## src/rtl/sid_spi_decoder.sv

```systemverilog
// SID SPI byte-stream decoder: header/data framing, per-channel write FIFO.
// Optional macro SID_DEC_PACE_EN paces FIFO pops to the SID 1 MHz enable.
module sid_spi_decoder #(
   parameter int NUM_CH     = 2,
   parameter int FIFO_DEPTH = 16,
   parameter int TIMEOUT    = 4095,
   localparam int CH_W  = (NUM_CH > 1) ? $clog2(NUM_CH) : 1,
   localparam int PTR_W = $clog2(FIFO_DEPTH),
   localparam int LVL_W = PTR_W + 1,
   localparam int TO_W  = $clog2(TIMEOUT + 1),
   localparam int E_W   = CH_W + 13
) (
   input  logic              clk,
   input  logic              rst,
   input  logic [7:0]        iByte,
   input  logic              iByteValid,
   input  logic              iClkEn,
   input  logic              iClrOvf,
   output logic [NUM_CH-1:0] oWE,
   output logic [4:0]        oAddr,
   output logic [7:0]        oData,
   output logic [LVL_W-1:0]  oLevel,
   output logic              oOverflow
);

   typedef enum logic {IDLE, HDR} state_t;

   state_t           state;
   logic [4:0]       hdr_addr;
   logic [1:0]       hdr_dd;
   logic [TO_W-1:0]  idle_cnt;
   logic [CH_W-1:0]  cur_ch;
   logic             push_vld;
   logic [E_W-1:0]   push_ent;

   logic [E_W-1:0]   mem [FIFO_DEPTH];
   logic [PTR_W-1:0] wr_ptr;
   logic [PTR_W-1:0] rd_ptr;
   logic [E_W-1:0]   rd_ent;
   logic             full;
   logic             empty;
   logic             pop;
   logic             push_ok;
   logic             drop;

   assign full    = (oLevel == LVL_W'(FIFO_DEPTH));
   assign empty   = (oLevel == '0);
   assign push_ok = push_vld && (!full || pop);
   assign drop    = push_vld && full && !pop;
   assign rd_ent  = mem[rd_ptr];

`ifdef SID_DEC_PACE_EN
   assign pop = !empty && iClkEn;
`else
   logic clk_en_unused;
   assign clk_en_unused = iClkEn;
   assign pop = !empty;
`endif

   // Frame decoder: header capture, data completion, idle timeout, channel select
   always_ff @(posedge clk) begin
      if (rst) begin
         state    <= IDLE;
         hdr_addr <= '0;
         hdr_dd   <= '0;
         idle_cnt <= '0;
         cur_ch   <= '0;
         push_vld <= 1'b0;
         push_ent <= '0;
      end else begin
         push_vld <= 1'b0;
         unique case (state)
            IDLE: begin
               if (iByteValid && iByte[7]) begin
                  hdr_addr <= iByte[6:2];
                  hdr_dd   <= iByte[1:0];
                  idle_cnt <= '0;
                  state    <= HDR;
               end
            end
            HDR: begin
               if (iByteValid) begin
                  idle_cnt <= '0;
                  if (iByte[7]) begin
                     hdr_addr <= iByte[6:2];
                     hdr_dd   <= iByte[1:0];
                  end else begin
                     state <= IDLE;
                     // select frame uses the data byte payload only
                     if (hdr_addr == 5'h1F) begin
                        if (iByte[5:0] < 6'(NUM_CH))
                           cur_ch <= iByte[CH_W-1:0];
                     end else begin
                        push_vld <= 1'b1;
                        push_ent <= {cur_ch, hdr_addr, hdr_dd, iByte[5:0]};
                     end
                  end
               end else if (idle_cnt == TO_W'(TIMEOUT - 1)) begin
                  idle_cnt <= '0;
                  state    <= IDLE;
               end else begin
                  idle_cnt <= idle_cnt + TO_W'(1);
               end
            end
            default: state <= IDLE;
         endcase
      end
   end

   // FIFO storage; contents need no reset since pointers define validity
   always_ff @(posedge clk) begin
      if (push_ok)
         mem[wr_ptr] <= push_ent;
   end

   // FIFO pointers, occupancy, sticky overflow and registered write port
   always_ff @(posedge clk) begin
      if (rst) begin
         wr_ptr    <= '0;
         rd_ptr    <= '0;
         oLevel    <= '0;
         oOverflow <= 1'b0;
         oWE       <= '0;
         oAddr     <= '0;
         oData     <= '0;
      end else begin
         if (push_ok)
            wr_ptr <= wr_ptr + PTR_W'(1);
         if (pop)
            rd_ptr <= rd_ptr + PTR_W'(1);
         if (push_ok && !pop)
            oLevel <= oLevel + LVL_W'(1);
         else if (pop && !push_ok)
            oLevel <= oLevel - LVL_W'(1);
         if (drop)
            oOverflow <= 1'b1;
         else if (iClrOvf)
            oOverflow <= 1'b0;
         oWE <= '0;
         if (pop) begin
            oWE   <= NUM_CH'(1) << rd_ent[E_W-1 -: CH_W];
            oAddr <= rd_ent[12:8];
            oData <= rd_ent[7:0];
         end
      end
   end

endmodule

```

## config.mk

```make
export PLATFORM = sky130hd
export DESIGN_NAME = sid_spi_decoder
export DESIGN_NICKNAME = d
export VERILOG_FILES = /design/src/rtl/sid_spi_decoder.sv
export SDC_FILE = /design/constraint.sdc
export NUM_CORES = 1
export LEC_CHECK = 0
export ABC_AREA = 1
export CAP_MARGIN = 20
export CORE_MARGIN = 2
export CORE_UTILIZATION = 35
export CTS_CLUSTER_SIZE = 30
export DETAILED_ROUTE_END_ITERATION = 6
export GPL_ROUTABILITY_DRIVEN = 0
export GPL_TIMING_DRIVEN = 0
export PLACE_DENSITY_LB_ADDON = 0.15
export SETUP_SLACK_MARGIN = 0.4
export SYNTH_ARGS = -nofsm -noshare
export SYNTH_HDL_FRONTEND = slang
export SYNTH_SLANG_ARGS = --single-unit
```

## constraint.sdc

```tcl
create_clock -name clk -period 3.6 [get_ports clk]
set_input_delay 0.72 -clock clk [delete_from_list [all_inputs] [get_ports clk]]
set_output_delay 0.72 -clock clk [all_outputs]
set_load 0.01 [all_outputs]
```

==> reports/metrics.yaml <==
p_seq_frac: 0.406
ir_drop_mv: 0.2969
cp_num_buf_inv: 3
ant_nets: 0
cts_buffers: 34
synth_top_family_by_area: "simple AND/OR/NAND/NOR gates"
clk_pin_slew_ns: 0.05
grt_pass1_vias: 8305
post_cts_buffers: 0
fin_crit_sh: 0.7290
maxSlewHeadroom: 0.3149
cpMostUsedCell: "nand2_1"
clock-sinks: 293
grt_pass1_wl_mm: 50.59
synth_top_cell_area_share: 0.5448
yosysUniqueCellTypes: 27
worstPathCellList: "nor2_1, nand3_1, buf_2, inv_1, ha_1, inv_1, fa_1, nand2_1, nand2_1, a21oi_1, nand2_1, o21ai_0, a21oi_1"
cts_tree: "done"
seqCellArea_sq_um: 8108
root_buffer: "clkbuf_16"
fin_area_sq_um: 14400
rows: 68
first_pass_iters: 5
setup_viol: 0
synth_adder_area_share: 0.01277
hold_buffers: 0
grt_max_degree: 18
crit_type: "register to register"
wl_per_cell_um: 18.48
critPathMaxStageDelay_ns: 0.42
arrival_ns: 3.02
worstSetupEndpointType: "register"
ys_ff_latch: 293
p_leak_uw: 0.005984
synth_area_per_cell_sq_um: 9.822
grt_overflow: 0
clock_latency_ns: 0.52
synth_fp_nets: 1282
coreArea_sq_um: 34630
finalHoldViolations: 0
required_ns: 3.99
vias_per_cell: 4.749
antenna_found_initial: 0
path_max_fanout: 10
setup-tns-final_ns: 0
port_buffers: 32
n_fill_cell: 3344
pwr-share-clk: 0.330
wl_mm: 33.62
crit_slowest_cell: "fa_1"
netlist_area_sq_um: 12350
hold_class: "register to register"
area_delta_synth_final_pct: 16.64
die_w_um: 191.8
p_sw_frac: 0.3266
instances_no_fill: 1819
yosys_warnings: 0
die_y_um: 191.8
multi_input_area_sq_um: 3318
outcome: "complete, no violations"
cp_top_family: "simple AND/OR/NAND/NOR gates"
synthTopCellsByArea: "edfxtp_1 (54%), nand2_1 (11%), dfxtp_1 (11%)"
p_switching_uw: 3107
power.density_nw_per_um2: 660.7
dr_total_vias: 8639
drt_iter0_markers: 569
worst_pin_slew_ns: 1.026
cts_resized: 0
cts.path.max_buffers: 3
track_usage: 0.1881
slew_violations: 0
synth.area.mux_share: 0
synthSimpleGateAreaFrac: 0.2178
fin_util: 0.4159
pin_count: 34
cts_max_level: 2
maxCapViolations: 0
nNetsFinal: 1364
fin_hold_ws_ns: 0.4468
dpl.hpwl_mm: 23.00
synth_xor_area_frac: 0.006384
critical_path.startpoint_type: "register"
diodes: 0
start_util: 0.3566
yosysTopAreaCell: "edfxtp_1"
synth-seq-area-share: 0.6567
dp.cells: 1758
drc: 0
placedInstanceArea_sq_um: 13400
netlist_instances: 1257
skew_ns: 0.01964
fin_crit_ns: 2.624
dieArea_sq_um: 36790
drive_gt1_frac: 0.07551
synth-compound-area-share: 0.03101
rsz0062_at_grt: "false"
p_comb_frac: 0.264
internal_power_uw: 6407
fmax_mhz: 381.0
[cell families after synthesis]
logic type,Yosys count
compound gates,74
flops,293
xor+xnor,9
fa+ha+maj,12
buf+inv,212
simple gates,657
[area by class of cell]
cell class / instances / share of cell area
multi-input combinational: 752 / 0.2304
timing repair buffer: 46 / 0.03267
inverter: 156 / 0.04066
tap: 455 / 0.03953
clock buffer: 49 / 0.06586
sequential: 293 / 0.5630
buffer: 56 / 0.02398
clock inverter: 12 / 0.003910
[flip-flops by register name (all words and copies together), names as in the netlist, 5 cells and up, named ones only]
register / count
idle_cnt: 12
push_ent: 14
mem: 224
oAddr: 5
oLevel: 5
hdr_addr: 5
oData: 8
[layout by cell type (no fill, tap or decap), types with 6 or more instances in the layout]
master	count
clkbuf_16	35
o21ai_0	36
ha_1	11
clkbuf_1	26
clkdlybuf4s50_1	32
clkinv_1	8
nor2_2	6
inv_1	154
nor2_1	107
xor2_1	6
nand2_1	375
a21oi_1	29
nand3_1	159
buf_2	24
edfxtp_1	224
dfxtp_1	69
buf_6	23
[routing by layer]
layer | track usage | vias up | wire length [um] | part of all wire
met3 | 0.02138 | 56 | 1653 | 0.049
met4 | 0.06982 | 0 | 1071 | 0.032
li1 | - | 4267 | - | -
met2 | 0.2869 | 207 | 14730 | 0.44
met1 | 0.2756 | 4109 | 16160 | 0.48
met5 | 0 | - | 0 | 0
[worst register-to-register path: stages, from the launching register on]
cell	delay [ns]
dfxtp_1	0.35
nor2_1	0.21
nand3_1	0.25
buf_2	0.29
inv_1	0.10
ha_1	0.21
inv_1	0.13
fa_1	0.42
nand2_1	0.09
nand2_1	0.05
a21oi_1	0.12
nand2_1	0.08
o21ai_0	0.15
a21oi_1	0.05
[cell usage after synthesis]
| cell type | n |
|---|---|
| o21a_1 | 2 |
| o21ai_1 | 4 |
| buf_2 | 24 |
| nor2_2 | 2 |
| a211oi_1 | 1 |
| nor3_1 | 5 |
| nand4_1 | 3 |
| nand2_2 | 1 |
| nand3_1 | 159 |
| dfxtp_1 | 69 |
| inv_1 | 154 |
| and3_1 | 1 |
| inv_2 | 2 |
| ha_1 | 11 |
| buf_4 | 2 |
| clkbuf_1 | 14 |
| fa_1 | 1 |
| o21ai_0 | 36 |
| nand2_1 | 375 |
| o211ai_1 | 2 |
| nor2_1 | 111 |
| buf_6 | 13 |
| buf_1 | 3 |
| xor2_1 | 6 |
| xnor2_1 | 3 |
| a21oi_1 | 29 |
| edfxtp_1 | 224 |
[worst paths after layout]
path | slack, ns | cells past startpoint | from | to
setup / recovery | 0.98 | 13 | oLevel[2] | oLevel[4]
hold reg to reg | 0.45 | 2 | oOverflow | oOverflow
setup reg to reg | 0.98 | 13 | oLevel[2] | oLevel[4]
hold / removal | 0.45 | 2 | oOverflow | oOverflow
[through the flow]
stage,total power (uW),setup WS (ns)
2_1_floorplan,5413,1.387
3_3_place_gp,6435,1.039
3_5_place_dp,6448,0.9851
4_1_cts,9590,0.9855
5_1_grt,9966,0.7153
6_report,9515,0.9756
[power by group through the flow]
stage               clock network, uW  logic (uW)  registers, uW
global placement                    0        2510           3930
detailed placement                  0        2520           3930
global route                     3330        2760           3880
finish                           3140        2510           3860
CTS                              3200        2530           3860
floorplan                           0        1480           3930
Power figures use the tool's default switching activity.
